==> config.mk <==
export PLATFORM = sky130hd
export DESIGN_NAME = imm_unit
export DESIGN_NICKNAME = d
export VERILOG_FILES = /design/src/rtl/imm_unit.sv
export SDC_FILE = /design/constraint.sdc
export NUM_CORES = 1
export LEC_CHECK = 0
export CORE_MARGIN = 2
export CORE_UTILIZATION = 44
export DETAILED_ROUTE_END_ITERATION = 7
export GPL_ROUTABILITY_DRIVEN = 1
export PLACE_DENSITY = 0.84
export SYNTH_ARGS = -nofsm -noshare
export SYNTH_HDL_FRONTEND = slang
export SYNTH_SLANG_ARGS = --single-unit
==> constraint.sdc <==
create_clock -name clk -period 4 [get_ports clk]
set_input_delay 1 -clock clk [delete_from_list [all_inputs] [get_ports clk]]
set_output_delay 1 -clock clk [all_outputs]
set_load 0.01 [all_outputs]
==> src/rtl/imm_unit.sv <==
// imm_unit: registered RV32I immediate generator (I/S/B/U/J formats).
// Define IMM_ZIMM_EN to decode immsrc=101 as the CSR zimm; otherwise it is reserved.
module imm_unit #(
    parameter int XLEN = 32
) (
    input  logic            clk,
    input  logic            rst,
    input  logic            in_valid,
    input  logic [24:0]     imm,
    input  logic [2:0]      immsrc,
    output logic [XLEN-1:0] immext,
    output logic            out_valid,
    output logic            illegal
);
    logic [XLEN-1:0] immext_q, immext_d, dec;
    logic            out_valid_q, out_valid_d, illegal_q, illegal_d, rsvd;
    logic            s;
    assign s = imm[24];
`ifdef IMM_ZIMM_EN
    assign rsvd = immsrc[2] & immsrc[1];
`else
    assign rsvd = immsrc[2] & (immsrc[1] | immsrc[0]);
`endif
    always_comb begin
        dec = immsrc == 3'b000 ? {{20{s}}, imm[24:13]} :
              immsrc == 3'b001 ? {{20{s}}, imm[24:18], imm[4:0]} :
              immsrc == 3'b010 ? {{19{s}}, imm[24], imm[0], imm[23:18], imm[4:1], 1'b0} :
              immsrc == 3'b011 ? {imm[24:5], 12'h000} :
              immsrc == 3'b100 ? {{11{s}}, imm[24], imm[12:5], imm[13], imm[23:14], 1'b0} :
`ifdef IMM_ZIMM_EN
              immsrc == 3'b101 ? {27'b0, imm[12:8]} :
`endif
              '0;
        immext_d    = in_valid ? dec : immext_q;
        illegal_d   = in_valid ? rsvd : illegal_q;
        out_valid_d = in_valid;
    end
    always_ff @(posedge clk) begin
        if (rst) begin
            immext_q    <= '0;
            out_valid_q <= 1'b0;
            illegal_q   <= 1'b0;
        end else begin
            immext_q    <= immext_d;
            out_valid_q <= out_valid_d;
            illegal_q   <= illegal_d;
        end
    end
    assign immext    = immext_q;
    assign out_valid = out_valid_q;
    assign illegal   = illegal_q;
endmodule

Yosys cells after proc, flatten, opt, wreduce, memory -nomap -nowiden --
Cells that the tools add are included.
Word-level totals: register bits 34, output and inout bits 34
Cells by class: equality and inequality tests 4, mux-type cells 5, bitwise logic cells 2, reductions and logical operators 1
Operators by type and width (count):
- $mux W32 | 5
- $eq A3 B2 Y1 const B | 2
- $eq A3 B1 Y1 const B | 1
- $eq A3 B3 Y1 const B | 1
- $logic_not A3 Y1 | 1
- $and A1 B1 Y1 | 1
- $or A1 B1 Y1 | 1

Longest topological paths before layout --
depth in word-level cells 6, mapped depth 6

Worst setup path after synthesis --
No wires, ideal clock.
kind input to register, start input immsrc[0], end register immext_q[30], in the netlist immext[30], setup time 79 ps, arrival 1938 ps, setup slack 1983 ps, stages on the path 5, cells stage by stage buf_6 > maj3_2 > o21a_1 > buf_6 > a211oi_2
On the way: longest elaborated chain between the ends 6, elaborated cells on any way between the ends 10, classes of those cells 4 x eq/ne; 5 x mux; 1 x reduce/logical
Ends and longest elaborated chain:
- start, declared | RTL line 10 | input logic [2:0] immsrc,
- $eq A3 B3 Y1 | RTL line 29 | immsrc == 3'b100 ? {{11{s}}, imm[24], imm[12:5], imm[13], imm[23:14], 1'b0} :
- $mux W32 | RTL line 29
- $mux W32 | RTL line 28 | immsrc == 3'b011 ? {imm[24:5], 12'h000} :
- $mux W32 | RTL line 27 | immsrc == 3'b010 ? {{19{s}}, imm[24], imm[0], imm[23:18], imm[4:1], 1'b0} :
- $mux W32 | RTL line 26 | immsrc == 3'b001 ? {{20{s}}, imm[24:18], imm[4:0]} :
- $mux W32 * | RTL line 25 | dec = immsrc == 3'b000 ? {{20{s}}, imm[24:13]} :
- end signal, assigned | RTL line 44 | immext_q <= immext_d;
- end, declared | RTL line 15 | logic [XLEN-1:0] immext_q, immext_d, dec;
Every way passes the cells marked *; elsewhere a longest branch is shown, timed or not. A chain may end at the register's enable or synchronous reset.

==> impl_metrics.env <==
export IMPL_grt_overflow_total=0
export IMPL_ctsHoldBuffers=0
export IMPL_die_height_um=61.19
export IMPL_gp_congestion=0.8087
export IMPL_avgSynthCellArea_um2=8.774
export IMPL_yosysUniqueCellTypes=32
export IMPL_groute_layer_met1_usage_pct=23.51
export IMPL_p_per_area_nw_per_um2=389.2
export IMPL_drc=0
export IMPL_clockBufferDepth=2
export IMPL_coreArea_um2=3078
export IMPL_status="completed"
export IMPL_hold_start="immext[0]"
export IMPL_regArea_um2=680.7
export IMPL_min_period_ns=2.758
export IMPL_p_int_w=0.0006413
export IMPL_switchingPower_w=0.0002030
export IMPL_p_leak_nw=0.7928
export IMPL_critPathArrivalTime_ns=2.93
export IMPL_worst_slew_pin_slew_ns=1.070
export IMPL_slew_violations=0
export IMPL_reg2reg_slack_ns=3.24
export IMPL_multi_input_area_um2=668.1
export IMPL_io_buffer_count=64
export IMPL_worst_path_largest_cell_delay_ns=0.60
export IMPL_clock_sinks=34
export IMPL_io_pins=65
export IMPL_grt_busiest_layer="met2"
export IMPL_cp_end_kind="flop"
export IMPL_worstPathMaxFanout=37
export IMPL_initial_core_util_pct=46.75
export IMPL_drtIter0Drc=58
export IMPL_fmax_ghz=0.3625
export IMPL_p_seq_share_pct=44.0
export IMPL_whs_endpoint="immext[0]"
export IMPL_min_path_type="flop to flop"
export IMPL_critPathKind="input pin to flop"
export IMPL_cap_violations=0
export IMPL_ys_async_sr_fraction_pct=0
export IMPL_fin_ws_ns=1.242
export IMPL_nFillCells=260
export IMPL_ys_warn_count=0
export IMPL_cts_root_buf="clkbuf_4"
export IMPL_route_detailed_wl_per_inst_um=13.74
export IMPL_synth_seq_area_share_pct=47.30
export IMPL_r2r_end="immext[18]"
export IMPL_syn_to_final_growth_pct=50.78
export IMPL_antenna_cells=0
export IMPL_grt_use_total_pct=20.82
export IMPL_start_kind="input pin"
export IMPL_grt_max_degree=38
export IMPL_power_frac_clock_pct=37.8
export IMPL_grt_use_met2_pct=35.56
export IMPL_required_ns=4.18
export IMPL_crit_chain="clkdlybuf4s50_1, buf_4, clkinv_1, a31oi_1, a311oi_1"
export IMPL_ys_seq_elements=34
export IMPL_met3_usage_pct=7.773
export IMPL_dr_total_vias=1421
export IMPL_cts_resized=0
export IMPL_cts_tree="done"
export IMPL_drtAntennaViolNets=0
export IMPL_p_sw_share_pct=24.05
export IMPL_hold_path_depth=2
export IMPL_routed_wl_um=3682
export IMPL_cts_made_buffers=5
export IMPL_skew_ns=0
export IMPL_setup_tns_ns=0
export IMPL_mostFrequentLayoutCell="clkdlybuf4s50_1"
export IMPL_h_tree_depth=2
export IMPL_grt_pass1_wl_um=5637
export IMPL_rsz0062_at_grt="no"
export IMPL_routed_via_density=5.302
export IMPL_slew_headroom_pct=28.43
export IMPL_die_area_um2=3744
export IMPL_fin_crit_sh_pct=68.96
export IMPL_syn_area_um2=1439
export IMPL_grt_pass1_vias=1306
export IMPL_p_comb_share_pct=18.2
export IMPL_rows=20
export IMPL_die_x_um=61.19
export IMPL_syn_inst=164
export IMPL_crit_path_top_delay_cell="a31oi_1"
export IMPL_final_hold_violation_count=0
export IMPL_hpwl_um=2690
export IMPL_reg2reg_depth=2
export IMPL_antenna_found_initial=0
export IMPL_dpl_worst_slack_ns=0.8947
export IMPL_r2r_start="immext[18]"
export IMPL_syn_nets=195
export IMPL_synth_edf_count=0
export IMPL_ir_drop_mv=0.2228
export IMPL_final_nets=254
export IMPL_clk_latency_ns=0.33
export IMPL_synthFlopType="dfxtp_1"
export IMPL_path_clk_slew_ns=0.10
export IMPL_fin_cells=268
export IMPL_final_cell_mix="clkdlybuf4s50_1, dfxtp_1, nor2_1, a211oi_1, nand2_1"
export IMPL_dr_pass1_iters=4
export IMPL_setup_viol_count_final=0
export IMPL_drive_above_1_share_pct=7.589
export IMPL_dp_cells=260
export IMPL_cts_setup_buffers=0
synth_stat cells (all sizes together), types with 2 or more instances:
master | count | area (um2)
nand3 | 4 | 20.02
a21oi | 4 | 20.02
mux2i | 6 | 60.06
nor2 | 33 | 123.9
o21ai | 8 | 40.04
inv | 2 | 7.510
a311oi | 2 | 17.52
nor2b | 4 | 25.02
a221oi | 4 | 35.03
nand2 | 15 | 56.30
a211oi | 17 | 132.6
buf | 7 | 56.30
clkbuf | 6 | 22.52
nor3 | 4 | 20.02
dfxtp | 34 | 680.7
critical path, delay by kind of cell:
kind | cells | cell delay [ns]
AO/OA/AOI/OAI | 2 | 0.78
buffers and inverters | 3 | 1.14
flip-flops by register name, summed over array words and instances, names as in the netlist:
name	cells
illegal	1
immext	32
out_valid	1
layer usage:
| layer | share of wire, % | vias up |
|---|---|---|
| met3 | 7.4 | 5 |
| met1 | 41 | 665 |
| met5 | 0 | - |
| met4 | 1.2 | 0 |
| met2 | 51 | 61 |
| li1 | - | 690 |
through the flow:
step | cell area [um2] | total power, W | utilization, % | hold WS [ns]
floorplan | 1439 | 0.0004503 | - | 0.4805
global placement | 2063 | 0.0005278 | 67.03 | 0.4525
detailed placement | 2063 | 0.0005324 | 67.03 | 0.4576
CTS | 2170 | 0.0008485 | 70.49 | 0.4754
global route | 2170 | 0.0008793 | 70.49 | 0.4915
finish | 2170 | 0.0008443 | 70.49 | 0.4721
final cells by class:
type                            count  area share (%)
Tap cell                           44           2.537
Timing Repair Buffer               65           29.87
Multi-Input combinational cell    114           30.80
Clock inverter                      3           3.172
Inverter                            3          0.5190
Clock buffer                        5           1.730
Sequential cell                    34           31.37
how the worst max path moves through the flow:
stage	slack [ns]	startpoint	cells past startpoint	endpoint
floorplan	1.98	immsrc[0]	5	immext[30]
global placement	0.99	in_valid	5	immext[14]
detailed placement	0.89	in_valid	5	immext[14]
CTS	1.27	in_valid	5	immext[14]
global route	1.10	in_valid	5	immext[14]
finish	1.24	in_valid	5	immext[14]
logic make-up (layout without fill, tap and decap cells):
group,Yosys count,after routing,share of synthesized area (%)
DFF,34,34,47.30
adders and majority gates,1,1,0.7826
buffers and inverters,16,76,6.260
AOI/OAI and AO/OA,39,39,19.65
and+or+nand+nor,66,66,20.44
xor gates and xnor gates,1,1,0.6088
muxes,7,7,4.957
power groups by stage:
stage / sequential [W] / clock [W] / combinational (W)
floorplan: 0.000388 / 0 / 0.0000619
global placement: 0.000379 / 0 / 0.000149
detailed placement: 0.000379 / 0 / 0.000153
CTS: 0.000372 / 0.000323 / 0.000154
global route: 0.000374 / 0.000340 / 0.000166
finish: 0.000372 / 0.000319 / 0.000153
(Power assumes the default switching activity.)
==> variant 1 (same flow settings) <==
Reset style: asynchronous (`rst`), changed in one clocked block.
--- a/src/rtl/imm_unit.sv
+++ b/src/rtl/imm_unit.sv
@@ -36,5 +36,5 @@
         out_valid_d = in_valid;
     end
-    always_ff @(posedge clk) begin
+    always_ff @(posedge clk or posedge rst) begin
         if (rst) begin
             immext_q    <= '0;
Function: differs if rst is asserted again (counterexample within 4 cycles, from zero or initial values and one cycle with rst high); with rst held inactive, the same outputs for 10 cycles.
==> variant 1 against the original RTL <==
Design area decreased by 1.6%; area after synthesis down 1.3%; routed wire length down 2.1%; setup slack gained 0.099 ns; global-route usage up 0.12 points; core utilization down 0.53 points; power down 9.6%; non-clock buffer count grew 2; sequential share of layout area increased by 8.5 points; sequential cell count stayed put; worst hold slack better by 0.047 ns; sequential power increased by 7.5%; synthesized cell count fell by 24%; cell count decreased by 13%; largest power group unchanged; highest routed layer unchanged.
==> variant 1: results (changes against the original RTL) <==
----------------------------------------------------
[Logic synthesis]
  Top area cells in the synthesized netlist ... sky130_fd_sc_hd__dfrtp_1 60%, sky130_fd_sc_hd__a221o_1 7.8%, sky130_fd_sc_hd__a21oi_1 4.9%
  Share of the synthesized area in the top cell type ... 0.599 (+0.126)
  Sequential-to-total area share from yosys stat ... 0.599 (+0.126)
  Share of synthesized registers carrying an async set or reset ... 1.00 (+1.00)
  Most used flip-flop cell after synthesis ... sky130_fd_sc_hd__dfrtp_1
  Cell variety after synth ... 28 (-13%)
  Net Count, Synth ... 155 (-21%)
  Most frequent cells after synthesis ... 34 x sky130_fd_sc_hd__dfrtp_1, 15 x sky130_fd_sc_hd__nor2_1, 14 x sky130_fd_sc_hd__a21oi_1, 11 x sky130_fd_sc_hd__a221o_1, 9 x sky130_fd_sc_hd__o21ai_0
  Gate count of the mapped netlist ... 124 (-24%)

[Pwr]
  Largest voltage drop on the vdd net ... 0.000190 V (-15%)
  Leakage power summed over all cells ... 0.000906 uW (+14%)

[STA]
  Clock Skews ... 0 ns (unchanged)
  Transition time at the pin with the least slew margin ... 0.806 ns (-0.264 ns)

[Finish]
  Finished Layout Cells ... 233 (-13%)
  Fraction of layout instances using a drive strength above 1 ... 0.0529 (-0.0230)
  Post-layout nets ... 220 (-13%)
  Ant diodes ... 0 (unchanged)

[Worst setup path]
  Flop-to-flop setup slack ... 3.12 ns (-0.12 ns)
  Endpoint of the worst-slack reg-to-reg timing path ... immext[21]$_DFFE_PP0P_
  Depth of the worst register-to-register path ... 1 (-1)
  CP Data Arrival Time ... 2.84 ns (-0.09 ns)
  Maximum net fanout on the critical path ... 25 (-32%)
  Startpoint of the worst register-to-register path ... immext[21]$_DFFE_PP0P_

[GRT]
  Total GRT Usage ... 0.209 (+0.00119)
  First-pass GRT wire length ... 5.50 mm (-2.4%)
  Pin count of the biggest net entering global routing ... 26 (-32%)
  Vias in the first global route ... 1158 (-11%)

[Outcome]
  Status ... finished, final reports clean

[Drt]
  Average routed wire per standard cell ... 15.5 um (+13%)
  Ratio of routed vias to standard cells ... 5.47 (+3.1%)
  Iter 0 DRT Violations ... 60 (+3.4%)

[Clock tree]
  Number of CTS-inserted buffers ... 5 (unchanged)

[Placed design]
  Final HPWL DP ... 2.73 mm (+1.6%)
  GP Congestion ... 0.811 (+0.30%)

[Hold path]
  Number of stages on the worst hold path ... 1 (-1)
  Startpoint of the tightest hold check path ... immext[0]$_DFFE_PP0P_
  Worst min-delay path endpoint ... immext[0]$_DFFE_PP0P_

----------------------------------------------------
-- variant 1: per-stage QoR --
step	cell area (um2)	worst slack, ns	utilization	hold slack, ns
2_1_floorplan	1420	2.06	-	0.518
6_report	2140	1.34	0.700	0.519
3_3_place_gp	2090	1.12	0.685	0.484
5_1_grt	2140	1.20	0.700	0.529
4_1_cts	2140	1.38	0.700	0.516
3_5_place_dp	2090	1.01	0.685	0.493
-- variant 1: how the worst max path moves through the flow --
stage	end	slack (ns)
floorplan	immext[20]$_DFFE_PP0P_	2.06
global placement	immext[14]$_DFFE_PP0P_	1.12
detailed placement	immext[19]$_DFFE_PP0P_	1.01
CTS	immext[17]$_DFFE_PP0P_	1.38
global route	immext[19]$_DFFE_PP0P_	1.20
finish	immext[19]$_DFFE_PP0P_	1.34
-- variant 1: cells by family after synthesis --
family                 Yosys count  synth area share
AND/OR/NAND/NOR                 23            0.0740
flip-flops                      34             0.599
XOR/XNOR                         1           0.00617
AO/OA/AOI/OAI                   52             0.270
buffers and inverters           13            0.0440
multiplexers                     1           0.00705
-- variant 1: power by group --
group | internal, uW | leakage (uW) | switching (uW) | total [uW]
clock | 66.2 | 0.0000254 | 104 | 171
combinational | 113 | 0.000458 | 79.7 | 193
sequential | 378 | 0.000423 | 21.9 | 400
-- variant 1: metal layers --
layer / track usage / share of wire
met3: 0.0853 / 0.085
met4: 0.0559 / 0.0036
met2: 0.333 / 0.49
met1: 0.266 / 0.42
met5: 0 / 0
-- variant 1: layout make-up --
cell class | count | area, um2
timing repair buffer | 67 | 663
tap | 44 | 55.1
multi-input combinational | 77 | 507
clock buffer | 7 | 45.0
fill | 240 | 917
sequential | 34 | 851
inverter | 4 | 15.0
-- variant 1: critical path, cell delays in order --
cell,delay [ns]
sky130_fd_sc_hd__clkdlybuf4s50_1,0.45
sky130_fd_sc_hd__buf_4,0.25
sky130_fd_sc_hd__inv_1,0.34
sky130_fd_sc_hd__a31oi_1,0.63
sky130_fd_sc_hd__a21oi_1,0.16
==> variant 2 (same settings) <==
Made on the original files. Add a define of `IMM_ZIMM_EN`.
--- a/src/rtl/imm_unit.sv
+++ b/src/rtl/imm_unit.sv
@@ -1,4 +1,6 @@
 // imm_unit: registered RV32I immediate generator (I/S/B/U/J formats).
 // Define IMM_ZIMM_EN to decode immsrc=101 as the CSR zimm; otherwise it is reserved.
+`define IMM_ZIMM_EN
+
 module imm_unit #(
     parameter int XLEN = 32
Check against the original RTL: not equivalent (a bounded check fails within 4 cycles, from zero or initial values and one cycle with rst high).
==> variant 2 against the original RTL <==
Largest cell class is now multi-input combinational cells; design area increased by 11%; clock skew is the same; sequential cell count stayed put; register-to-register slack worse by 0.15 ns; critical path depth is the same; count of clock-buffer cells in the layout stayed put; power rose by 10%; synthesized cell count rose by 10%; area after synthesis rose by 14%; routed wire length rose by 15%; setup slack improved by 0.16 ns.
==> variant 2: results (changes against the original RTL) <==
----------------------------------------------------
[Outcome]
  Status ... finished, final reports clean

[Drt]
  Wire length on met1 ... 1.91 mm (+28%)
  DR WL met2 ... 1.99 mm (+6.9%)
  Overall via count from detail_route ... 1535 (+8.0%)
  Total wire length after detailed routing ... 4.22 mm (+15%)
  Wire length on met3 ... 233 um (-15%)

[GRT]
  Met3 usage in global routing ... 0.0479 (-0.0298)
  Met1 track utilization from global routing ... 0.281 (+0.0457)
  Met2 track demand over resource ... 0.335 (-0.0202)
  First-pass GRT wire length ... 6.96 mm (+23%)

[Worst setup path]
  CP Data Arrival Time ... 2.82 ns (-0.11 ns)
  Depth of the worst register-to-register path ... 3 (+1)
  Flop-to-flop setup slack ... 3.09 ns (-0.15 ns)
  Maximum net fanout on the critical path ... 13 (-65%)
  Startpoint of the worst register-to-register path ... immext[30]$_SDFFE_PP0P_
  Source of the critical timing path ... immsrc[2]
  Setup crit end ... immext[30]$_SDFFE_PP0P_

[Clock tree]
  CTS Root Cell ... sky130_fd_sc_hd__clkbuf_8
  Skew-Pair Late Insertion Delay ... 0.29 ns (-0.04 ns)

[Logic synthesis]
  Cell variety after synth ... 37 (+16%)
  Gate count of the mapped netlist ... 181 (+10%)

[Pwr]
  Net switching power ... 232 uW (+14%)
  Leakage power summed over all cells ... 0.000831 uW (+4.8%)
  Power share of the sequential group ... 0.395 (-0.045)
  Largest voltage drop on the vdd net ... 0.000275 V (+23%)
  Power drawn by the clock network ... 385 uW (+21%)

[Finish]
  Multi-input gates ... 132 (+16%)
  Share of cell area taken by flip-flops and latches ... 0.281 (-0.0323)
  Inverters ... 2 (-1)
  Fraction of area in multi-input gates ... 0.362 (+0.0537)
  Fillers ... 309 (+19%)
  Finished Layout Cells ... 290 (+8.2%)

[Hold path]
  Startpoint of the tightest hold check path ... illegal$_SDFFE_PP0P_
  Worst min-delay path endpoint ... illegal$_SDFFE_PP0P_

[Placed design]
  Cells after DPL ... 282 (+8.5%)
  GP Congestion ... 0.773 (-4.4%)
  Worst slack after detailed placement ... 1.16 ns (+0.262 ns)

----------------------------------------------------
==> variant 2: cell types whose count changed in the layout (fill, tap and decap cells not counted), sizes merged, moves of 2 or more <==
cell	before	now
nor3	4	1
nand3	4	2
nor2	33	31
a22oi	0	6
a211oi	17	14
mux2i	6	1
nor2b	4	11
a221oi	4	0
a311oi	2	4
a21oi	4	21
nand2b	0	2
nand2	15	17
a32oi	0	4
==> variant 2: metrics by stage <==
stage	cell area (um2)	power (uW)	utilization	hold slack (ns)
2_1_floorplan	1650	469	-	0.481
3_3_place_gp	2280	550	0.628	0.447
3_5_place_dp	2280	553	0.628	0.455
4_1_cts	2420	933	0.666	0.466
5_1_grt	2420	965	0.666	0.483
6_report	2420	932	0.666	0.463
==> variant 2: cell families after synthesis <==
family          count (synthesis)  share of synthesized area
flops                          34                      0.413
mux                             1                    0.00608
xor+xnor                        1                    0.00988
compound gates                 60                      0.293
buf+inv                        15                     0.0555
simple gates                   68                      0.208
fa+ha+maj                       2                     0.0137
